### src/rtl/rv_pkg.sv
// RV32I load/store encodings shared by the LSU: funct3 values, exception codes
// and the LSU state type.
package rv_pkg;

    localparam logic [2:0] F3_B  = 3'b000;
    localparam logic [2:0] F3_H  = 3'b001;
    localparam logic [2:0] F3_W  = 3'b010;
    localparam logic [2:0] F3_BU = 3'b100;
    localparam logic [2:0] F3_HU = 3'b101;

    localparam logic [1:0] EXC_OK       = 2'b00;
    localparam logic [1:0] EXC_MISALIGN = 2'b01;
    localparam logic [1:0] EXC_FAULT    = 2'b10;
    localparam logic [1:0] EXC_ILLEGAL  = 2'b11;

    typedef enum logic [1:0] {
        IDLE,
        REQ,
        RESP
    } lsu_state_t;

endpackage

### src/rtl/lsu_align.sv
// Byte-lane steering for the LSU: store enables/replicated data, load extraction
// with sign/zero extension, and misalignment/illegal-funct3 decode.
module lsu_align
    import rv_pkg::*;
(
    input  logic [2:0]  i_funct3,
    input  logic        i_store,
    input  logic [1:0]  i_offset,
    input  logic [31:0] i_wdata,
    input  logic [31:0] i_rdata,
    output logic [3:0]  o_be,
    output logic [31:0] o_wdata,
    output logic [31:0] o_load,
    output logic        o_misaligned,
    output logic        o_illegal
);

    logic [31:0] w_shifted;

    assign w_shifted = i_rdata >> {i_offset, 3'b000};

    always_comb begin
        o_be         = 4'b0000;
        o_wdata      = i_wdata;
        o_load       = w_shifted;
        o_misaligned = 1'b0;
        o_illegal    = 1'b0;
        case (i_funct3)
            F3_B, F3_BU: begin
                // Unsigned variants exist only for loads
                o_illegal = i_store && i_funct3[2];
                o_be      = 4'b0001 << i_offset;
                o_wdata   = {4{i_wdata[7:0]}};
                o_load    = {{24{w_shifted[7] & ~i_funct3[2]}}, w_shifted[7:0]};
            end
            F3_H, F3_HU: begin
                o_illegal    = i_store && i_funct3[2];
                o_misaligned = i_offset[0];
                o_be         = i_offset[1] ? 4'b1100 : 4'b0011;
                o_wdata      = {2{i_wdata[15:0]}};
                o_load       = {{16{w_shifted[15] & ~i_funct3[2]}}, w_shifted[15:0]};
            end
            F3_W: begin
                o_misaligned = |i_offset;
                o_be         = 4'b1111;
            end
            default: begin
                o_illegal = 1'b1;
            end
        endcase
    end

endmodule

### src/rtl/lsu.sv
// RV32I load/store unit: one access at a time over a req/ack memory port,
// results (extended load data or store completion plus exception) via valid/ready.
module lsu
    import rv_pkg::*;
#(
    parameter int TIMEOUT = 256
) (
    input  logic        clk,
    input  logic        rst_n,
    input  logic        in_valid,
    output logic        in_ready,
    input  logic [31:0] in_addr,
    input  logic [31:0] in_wdata,
    input  logic        in_store,
    input  logic [2:0]  in_funct3,
    input  logic [4:0]  in_rd,
    output logic        mem_req,
    output logic        mem_we,
    output logic [31:0] mem_addr,
    output logic [3:0]  mem_be,
    output logic [31:0] mem_wdata,
    input  logic        mem_ack,
    input  logic [31:0] mem_rdata,
    output logic        out_valid,
    input  logic        out_ready,
    output logic [31:0] out_data,
    output logic [4:0]  out_rd,
    output logic        out_store,
    output logic [1:0]  out_exc
);

    localparam int            CW       = (TIMEOUT > 1) ? $clog2(TIMEOUT) : 1;
    localparam logic [CW-1:0] CNT_LAST = CW'(TIMEOUT - 1);

    lsu_state_t    r_state, w_state_next;
    logic [CW-1:0] r_cnt, w_cnt_next;
    logic          r_store, w_store_next;
    logic [2:0]    r_funct3, w_funct3_next;
    logic [1:0]    r_off, w_off_next;
    logic [4:0]    r_rd, w_rd_next;
    logic          r_mem_req, w_mem_req_next;
    logic          r_mem_we, w_mem_we_next;
    logic [31:0]   r_mem_addr, w_mem_addr_next;
    logic [3:0]    r_mem_be, w_mem_be_next;
    logic [31:0]   r_mem_wdata, w_mem_wdata_next;
    logic          r_out_valid, w_out_valid_next;
    logic [31:0]   r_out_data, w_out_data_next;
    logic [4:0]    r_out_rd, w_out_rd_next;
    logic          r_out_store, w_out_store_next;
    logic [1:0]    r_out_exc, w_out_exc_next;

    logic          w_idle;
    logic [2:0]    w_funct3;
    logic [1:0]    w_off;
    logic          w_store;
    logic [3:0]    w_be;
    logic [31:0]   w_wdata;
    logic [31:0]   w_load;
    logic          w_misaligned;
    logic          w_illegal;
    logic          w_timeout;

    // One aligner serves both issue-time decode and ack-time load extraction
    assign w_idle   = (r_state == IDLE);
    assign w_funct3 = w_idle ? in_funct3     : r_funct3;
    assign w_off    = w_idle ? in_addr[1:0]  : r_off;
    assign w_store  = w_idle ? in_store      : r_store;

    lsu_align u_align (
        .i_funct3     (w_funct3),
        .i_store      (w_store),
        .i_offset     (w_off),
        .i_wdata      (in_wdata),
        .i_rdata      (mem_rdata),
        .o_be         (w_be),
        .o_wdata      (w_wdata),
        .o_load       (w_load),
        .o_misaligned (w_misaligned),
        .o_illegal    (w_illegal)
    );

    assign w_timeout = (TIMEOUT != 0) && (r_cnt == CNT_LAST);

    always_comb begin
        w_state_next     = r_state;
        w_cnt_next       = r_cnt;
        w_store_next     = r_store;
        w_funct3_next    = r_funct3;
        w_off_next       = r_off;
        w_rd_next        = r_rd;
        w_mem_req_next   = r_mem_req;
        w_mem_we_next    = r_mem_we;
        w_mem_addr_next  = r_mem_addr;
        w_mem_be_next    = r_mem_be;
        w_mem_wdata_next = r_mem_wdata;
        w_out_valid_next = r_out_valid;
        w_out_data_next  = r_out_data;
        w_out_rd_next    = r_out_rd;
        w_out_store_next = r_out_store;
        w_out_exc_next   = r_out_exc;
        case (r_state)
            IDLE: begin
                if (in_valid) begin
                    w_store_next  = in_store;
                    w_funct3_next = in_funct3;
                    w_off_next    = in_addr[1:0];
                    w_rd_next     = in_rd;
                    if (w_illegal || w_misaligned) begin
                        w_state_next     = RESP;
                        w_out_valid_next = 1'b1;
                        w_out_data_next  = 32'h0;
                        w_out_rd_next    = in_rd;
                        w_out_store_next = in_store;
                        w_out_exc_next   = w_illegal ? EXC_ILLEGAL : EXC_MISALIGN;
                    end else begin
                        w_state_next     = REQ;
                        w_cnt_next       = '0;
                        w_mem_req_next   = 1'b1;
                        w_mem_we_next    = in_store;
                        w_mem_addr_next  = {in_addr[31:2], 2'b00};
                        w_mem_be_next    = w_be;
                        w_mem_wdata_next = w_wdata;
                    end
                end
            end
            REQ: begin
                // An ack in the final timeout cycle still completes normally
                if (mem_ack || w_timeout) begin
                    w_state_next     = RESP;
                    w_mem_req_next   = 1'b0;
                    w_mem_we_next    = 1'b0;
                    w_out_valid_next = 1'b1;
                    w_out_rd_next    = r_rd;
                    w_out_store_next = r_store;
                    if (mem_ack) begin
                        w_out_data_next = r_store ? 32'h0 : w_load;
                        w_out_exc_next  = EXC_OK;
                    end else begin
                        w_out_data_next = 32'h0;
                        w_out_exc_next  = EXC_FAULT;
                    end
                end else begin
                    w_cnt_next = r_cnt + 1'b1;
                end
            end
            RESP: begin
                if (out_ready) begin
                    w_state_next     = IDLE;
                    w_out_valid_next = 1'b0;
                end
            end
            default: begin
                w_state_next = IDLE;
            end
        endcase
    end

    always_ff @(posedge clk or negedge rst_n) begin
        if (!rst_n) begin
            r_state     <= IDLE;
            r_cnt       <= '0;
            r_store     <= 1'b0;
            r_funct3    <= 3'b000;
            r_off       <= 2'b00;
            r_rd        <= 5'd0;
            r_mem_req   <= 1'b0;
            r_mem_we    <= 1'b0;
            r_mem_addr  <= 32'h0;
            r_mem_be    <= 4'b0000;
            r_mem_wdata <= 32'h0;
            r_out_valid <= 1'b0;
            r_out_data  <= 32'h0;
            r_out_rd    <= 5'd0;
            r_out_store <= 1'b0;
            r_out_exc   <= EXC_OK;
        end else begin
            r_state     <= w_state_next;
            r_cnt       <= w_cnt_next;
            r_store     <= w_store_next;
            r_funct3    <= w_funct3_next;
            r_off       <= w_off_next;
            r_rd        <= w_rd_next;
            r_mem_req   <= w_mem_req_next;
            r_mem_we    <= w_mem_we_next;
            r_mem_addr  <= w_mem_addr_next;
            r_mem_be    <= w_mem_be_next;
            r_mem_wdata <= w_mem_wdata_next;
            r_out_valid <= w_out_valid_next;
            r_out_data  <= w_out_data_next;
            r_out_rd    <= w_out_rd_next;
            r_out_store <= w_out_store_next;
            r_out_exc   <= w_out_exc_next;
        end
    end

    assign in_ready  = w_idle;
    assign mem_req   = r_mem_req;
    assign mem_we    = r_mem_we;
    assign mem_addr  = r_mem_addr;
    assign mem_be    = r_mem_be;
    assign mem_wdata = r_mem_wdata;
    assign out_valid = r_out_valid;
    assign out_data  = r_out_data;
    assign out_rd    = r_out_rd;
    assign out_store = r_out_store;
    assign out_exc   = r_out_exc;

endmodule

### config.mk
export PLATFORM = sky130hd
export DESIGN_NAME = lsu
export DESIGN_NICKNAME = d
export VERILOG_FILES = /design/src/rtl/rv_pkg.sv /design/src/rtl/lsu_align.sv /design/src/rtl/lsu.sv
export SDC_FILE = /design/constraint.sdc
export NUM_CORES = 1
export LEC_CHECK = 0
export CORE_MARGIN = 2
export CORE_UTILIZATION = 36
export DETAILED_ROUTE_END_ITERATION = 7
export PLACE_DENSITY_LB_ADDON = 0.08
export SLEW_MARGIN = 20
export SYNTH_ARGS = -nofsm -noshare
export SYNTH_HDL_FRONTEND = slang
export SYNTH_SLANG_ARGS = --single-unit
### constraint.sdc
create_clock -name clk -period 3.35 [get_ports clk]
set_input_delay 1.005 -clock clk [delete_from_list [all_inputs] [get_ports clk]]
set_output_delay 1.005 -clock clk [all_outputs]
set_load 0.01 [all_outputs]
==> qor.txt <==
=====================================================================================
Result of the run                                                        finished, final reports clean
Worst slew margin relative to its limit                                         57.4%
Floorplan die height                                                           136 µm
Most area-consuming cells after synthesis                                sky130_fd_sc_hd__dfrtp_1, sky130_fd_sc_hd__mux2_2, sky130_fd_sc_hd__mux2i_1
CTS Hold Buffers Added                                                              0
Number of failing setup endpoints in the final timing report                        0
Count of instances resized after the clock tree is built                            0
Critical path class                                                        reg -> out
Seq pwr share                                                                   29.2%
Final slew viol count                                                               0
Synthesized cell area                                                        6240 µm²
Fraction of power spent switching nets                                          36.0%
Number of cells produced by synthesis                                             548
Number of top-level pins                                                          222
Switching power of the nets                                                   3.45 mW
Setup clock skew after layout                                              0.00895 ns
WL final                                                                      18.5 mm
Dominant cell type by area after synthesis                               sky130_fd_sc_hd__dfrtp_1
Register area share after synthesis                                             52.1%
Count of flip-flops with a built-in enable after synthesis                          0
Number of buffer cells added on primary ports                                     219
Nature of the critical path startpoint                                       register
Number of placed instances with taps included                                     986
Final GP Congestion                                                             0.819
WP data arrival                                                               2.09 ns
Vias per inst                                                                    5.09
Total leakage power                                                           4.01 nW
Maximum fanout encountered on the critical timing path                             15
Synthesized-area fraction occupied by xor and xnor cells                           0%
Core utilization of the finished layout                                         54.9%
Clock Path Buffers                                                                  2
Number of antenna violations at the first check in global routing                   0
Flip-flop and latch area                                                     3250 µm²
Fraction of layout cells with a size suffix above 1                             18.5%
Tmin final                                                                    3.10 ns
Share of Yosys cell area claimed by the top area cell type                      52.1%
Wire length of the first global-routing pass                                  29.6 mm
Post-synthesis mux area share                                                   19.2%
Clock tree from TritonCTS                                                        done
Count of synthesis-stage warnings from yosys                                        0
Final number of hold-violating endpoints                                            0
Synthesis-to-finish area growth                                                 50.6%
Die span in x                                                                  136 µm
Post-synthesis average cell area                                             11.4 µm²
Maximum vdd drop                                                               474 µV
Clk pwr share                                                                   18.7%
Overall die area                                                           18,400 µm²
Level count of the clock H-tree                                                     4
Total track usage                                                               21.0%
Vias in the first global route                                                  5,405
Synthesized-area fraction occupied by adder cells                              0.200%
Clock network latency to the later pin of the worst-skew pair                 0.42 ns
Final instance count without filler cells                                       1,014
Synth unique cells                                                                 53
Number of clock sinks                                                             130
Via count                                                                       5,164
Buffer count from post-CTS setup fixing                                             0
Peak Freq                                                                     323 MHz
Effective utilization at floorplan                                              36.5%
DRT antenna net count                                                               0
Total overflow reported by the global router                                        0
Compound-gate portion of the synthesized area                                   16.8%
Area of the multi-input gates                                                2760 µm²
Estimated wirelength of the detail-placed design                              13.5 mm
Maximum number of pins on one net before global-route repair                       65
CORE AREA                                                                  17,100 µm²
Internal power component                                                      6.14 mW
Antenna cells                                                                       0
Element type at the critical path end                                    primary output
Cell Rows                                                                          48
Final Power                                                                   9.59 mW
Share of synthesized cell area in and, or, nand and nor gates                   7.86%
Max-cap check violation count                                                       0
P per Cell Area                                                           1020 nW/µm²
Clk Tree Root Cell                                                       sky130_fd_sc_hd__clkbuf_16
DRC Markers                                                                         0
Clock-pin slew of the registers on the worst-case setup and hold paths        0.06 ns
Relative contribution of combinational cells to total power                     52.2%
Number of flip-flops and latches in the synthesized netlist                       130
Count of TritonRoute iterations in the first routing pass                           4
Worst hold-check path type                                                 reg -> reg
Crit share post-route                                                           92.4%
Predominant post-synthesis flop cell                                     sky130_fd_sc_hd__dfrtp_1
Fillcell total                                                                  1,495
Violation count after the first detailed-route iteration                          282
Share of synthesized flip-flops with an asynchronous set or reset                100%
Post-layout net count                                                             891
Routed length per placed instance                                             18.2 µm
Worst-Margin Slew                                                            0.640 ns
CTS buffer count                                                                   17
Required time of the worst setup path                                         2.34 ns
Setup repair after global routing missed its margin                             false
Largest family of logic cells by synthesized area                        multiplexers
=====================================================================================
-- cells by family after synthesis --
family,after synthesis
other,1
buffers and inverters,47
AND/OR/NAND/NOR,107
flip-flops,130
AO/OA/AOI/OAI,153
multiplexers,109
adder cells (fa/ha/maj),1
-- synthesized netlist by cell type (2+ instances only) --
master	number
sky130_fd_sc_hd__dfrtp_1	130
sky130_fd_sc_hd__mux2_2	69
sky130_fd_sc_hd__nand2_1	63
sky130_fd_sc_hd__o21ai_0	57
sky130_fd_sc_hd__mux2i_1	36
sky130_fd_sc_hd__a21oi_1	22
sky130_fd_sc_hd__clkbuf_1	16
sky130_fd_sc_hd__o2bb2ai_1	16
sky130_fd_sc_hd__nor2_1	15
sky130_fd_sc_hd__buf_2	13
sky130_fd_sc_hd__a31oi_1	11
sky130_fd_sc_hd__a22o_1	10
sky130_fd_sc_hd__inv_1	8
sky130_fd_sc_hd__a221o_1	7
sky130_fd_sc_hd__and3_1	5
sky130_fd_sc_hd__nand3_1	5
sky130_fd_sc_hd__a2bb2oi_1	4
sky130_fd_sc_hd__buf_4	4
sky130_fd_sc_hd__buf_6	4
sky130_fd_sc_hd__a211oi_1	3
sky130_fd_sc_hd__and2_1	3
sky130_fd_sc_hd__mux2_4	3
sky130_fd_sc_hd__nor4_1	3
sky130_fd_sc_hd__o211ai_1	3
sky130_fd_sc_hd__o21a_1	3
sky130_fd_sc_hd__o22ai_1	3
sky130_fd_sc_hd__a21oi_2	2
sky130_fd_sc_hd__a31oi_4	2
sky130_fd_sc_hd__buf_1	2
sky130_fd_sc_hd__nand2_2	2
sky130_fd_sc_hd__nor3_1	2
-- final cells by class --
class | instances | share of cell area, %
clock buffers | 22 | 5.04
clock inverters | 6 | 0.878
repair buffers | 251 | 26.8
well taps | 225 | 2.99
inverters | 8 | 0.319
flip-flops and latches | 130 | 34.6
multi-input cells | 372 | 29.4
-- state kept, by name, indices dropped and copies added, names as in the netlist, 2 cells and up --
signal,flops
mem_addr,30
r_funct3,3
r_off,2
out_data,32
mem_be,4
mem_wdata,32
r_state,2
r_cnt,8
out_exc,2
r_rd,5
out_rd,5
-- path summary, 6_finish.rpt --
kind	endpoint	startpoint	cells past startpoint	slack, ns
hold reg to reg	out_data[31]$_DFFE_PN0P_	out_data[31]$_DFFE_PN0P_	1	0.49
setup reg to reg	mem_wdata[4]$_DFFE_PN0P_	r_state[1]$_DFFE_PN0P_	7	0.70
setup / recovery	in_ready	r_state[1]$_DFFE_PN0P_	2	0.25
max in group asynchronous	mem_addr[5]$_DFFE_PN0P_	rst_n	2	2.07
hold / removal	out_data[31]$_DFFE_PN0P_	out_data[31]$_DFFE_PN0P_	1	0.49
min in group asynchronous	r_cnt[3]$_DFFE_PN0P_	rst_n	1	0.55
-- per-layer routing --
| metal | global-route usage [%] | up-vias | share of wire, % | wire [µm] |
|---|---|---|---|---|
| li1 | - | 2477 | - | - |
| met1 | 26.7 | 2491 | 43 | 7950 |
| met2 | 32.8 | 181 | 47 | 8690 |
| met3 | 8.60 | 15 | 8.7 | 1600 |
| met4 | 6.42 | 0 | 1.2 | 215 |
| met5 | 0 | - | 0 | 0 |
-- through the flow --
stage | setup TNS, ns | setup WS (ns) | hold slack, ns | area, µm²
after floorplan | 0 | 0.462 | 0.461 | 6250
after global placement | -1.04 | -0.0510 | 0.475 | 8850
after detailed placement | -2.31 | -0.0869 | 0.476 | 8850
after CTS | 0 | 0.240 | 0.489 | 9400
after global routing | 0 | 0.167 | 0.502 | 9400
final | 0 | 0.254 | 0.487 | 9400
-- power by group through the flow --
stage                     clock, mW  combinational [mW]  sequential, mW
after floorplan                   0                2.48            3.01
after global placement            0                4.97            2.79
after detailed placement          0                5.04            2.82
after CTS                      1.83                5.06            2.81
after global routing           1.92                5.43            2.90
final                          1.79                5.01            2.80
-- layout by cell type (no fill, tap or decap), drive strengths merged, types with 8 or more instances in the layout --
master           n
clkdlybuf4s50  218
dfrtp          130
mux2            72
nand2           65
o21ai           58
mux2i           37
buf             33
a21oi           25
clkbuf          22
nor2            17
o2bb2ai         16
a31oi           13
a22o            10
inv              8
-- critical path, cell delays in order (launching register included) --
cell and delay (ns):
sky130_fd_sc_hd__dfrtp_1 0.57, sky130_fd_sc_hd__nor2_4 0.47, sky130_fd_sc_hd__clkdlybuf4s50_1 0.63
(Power assumes the default switching activity.)
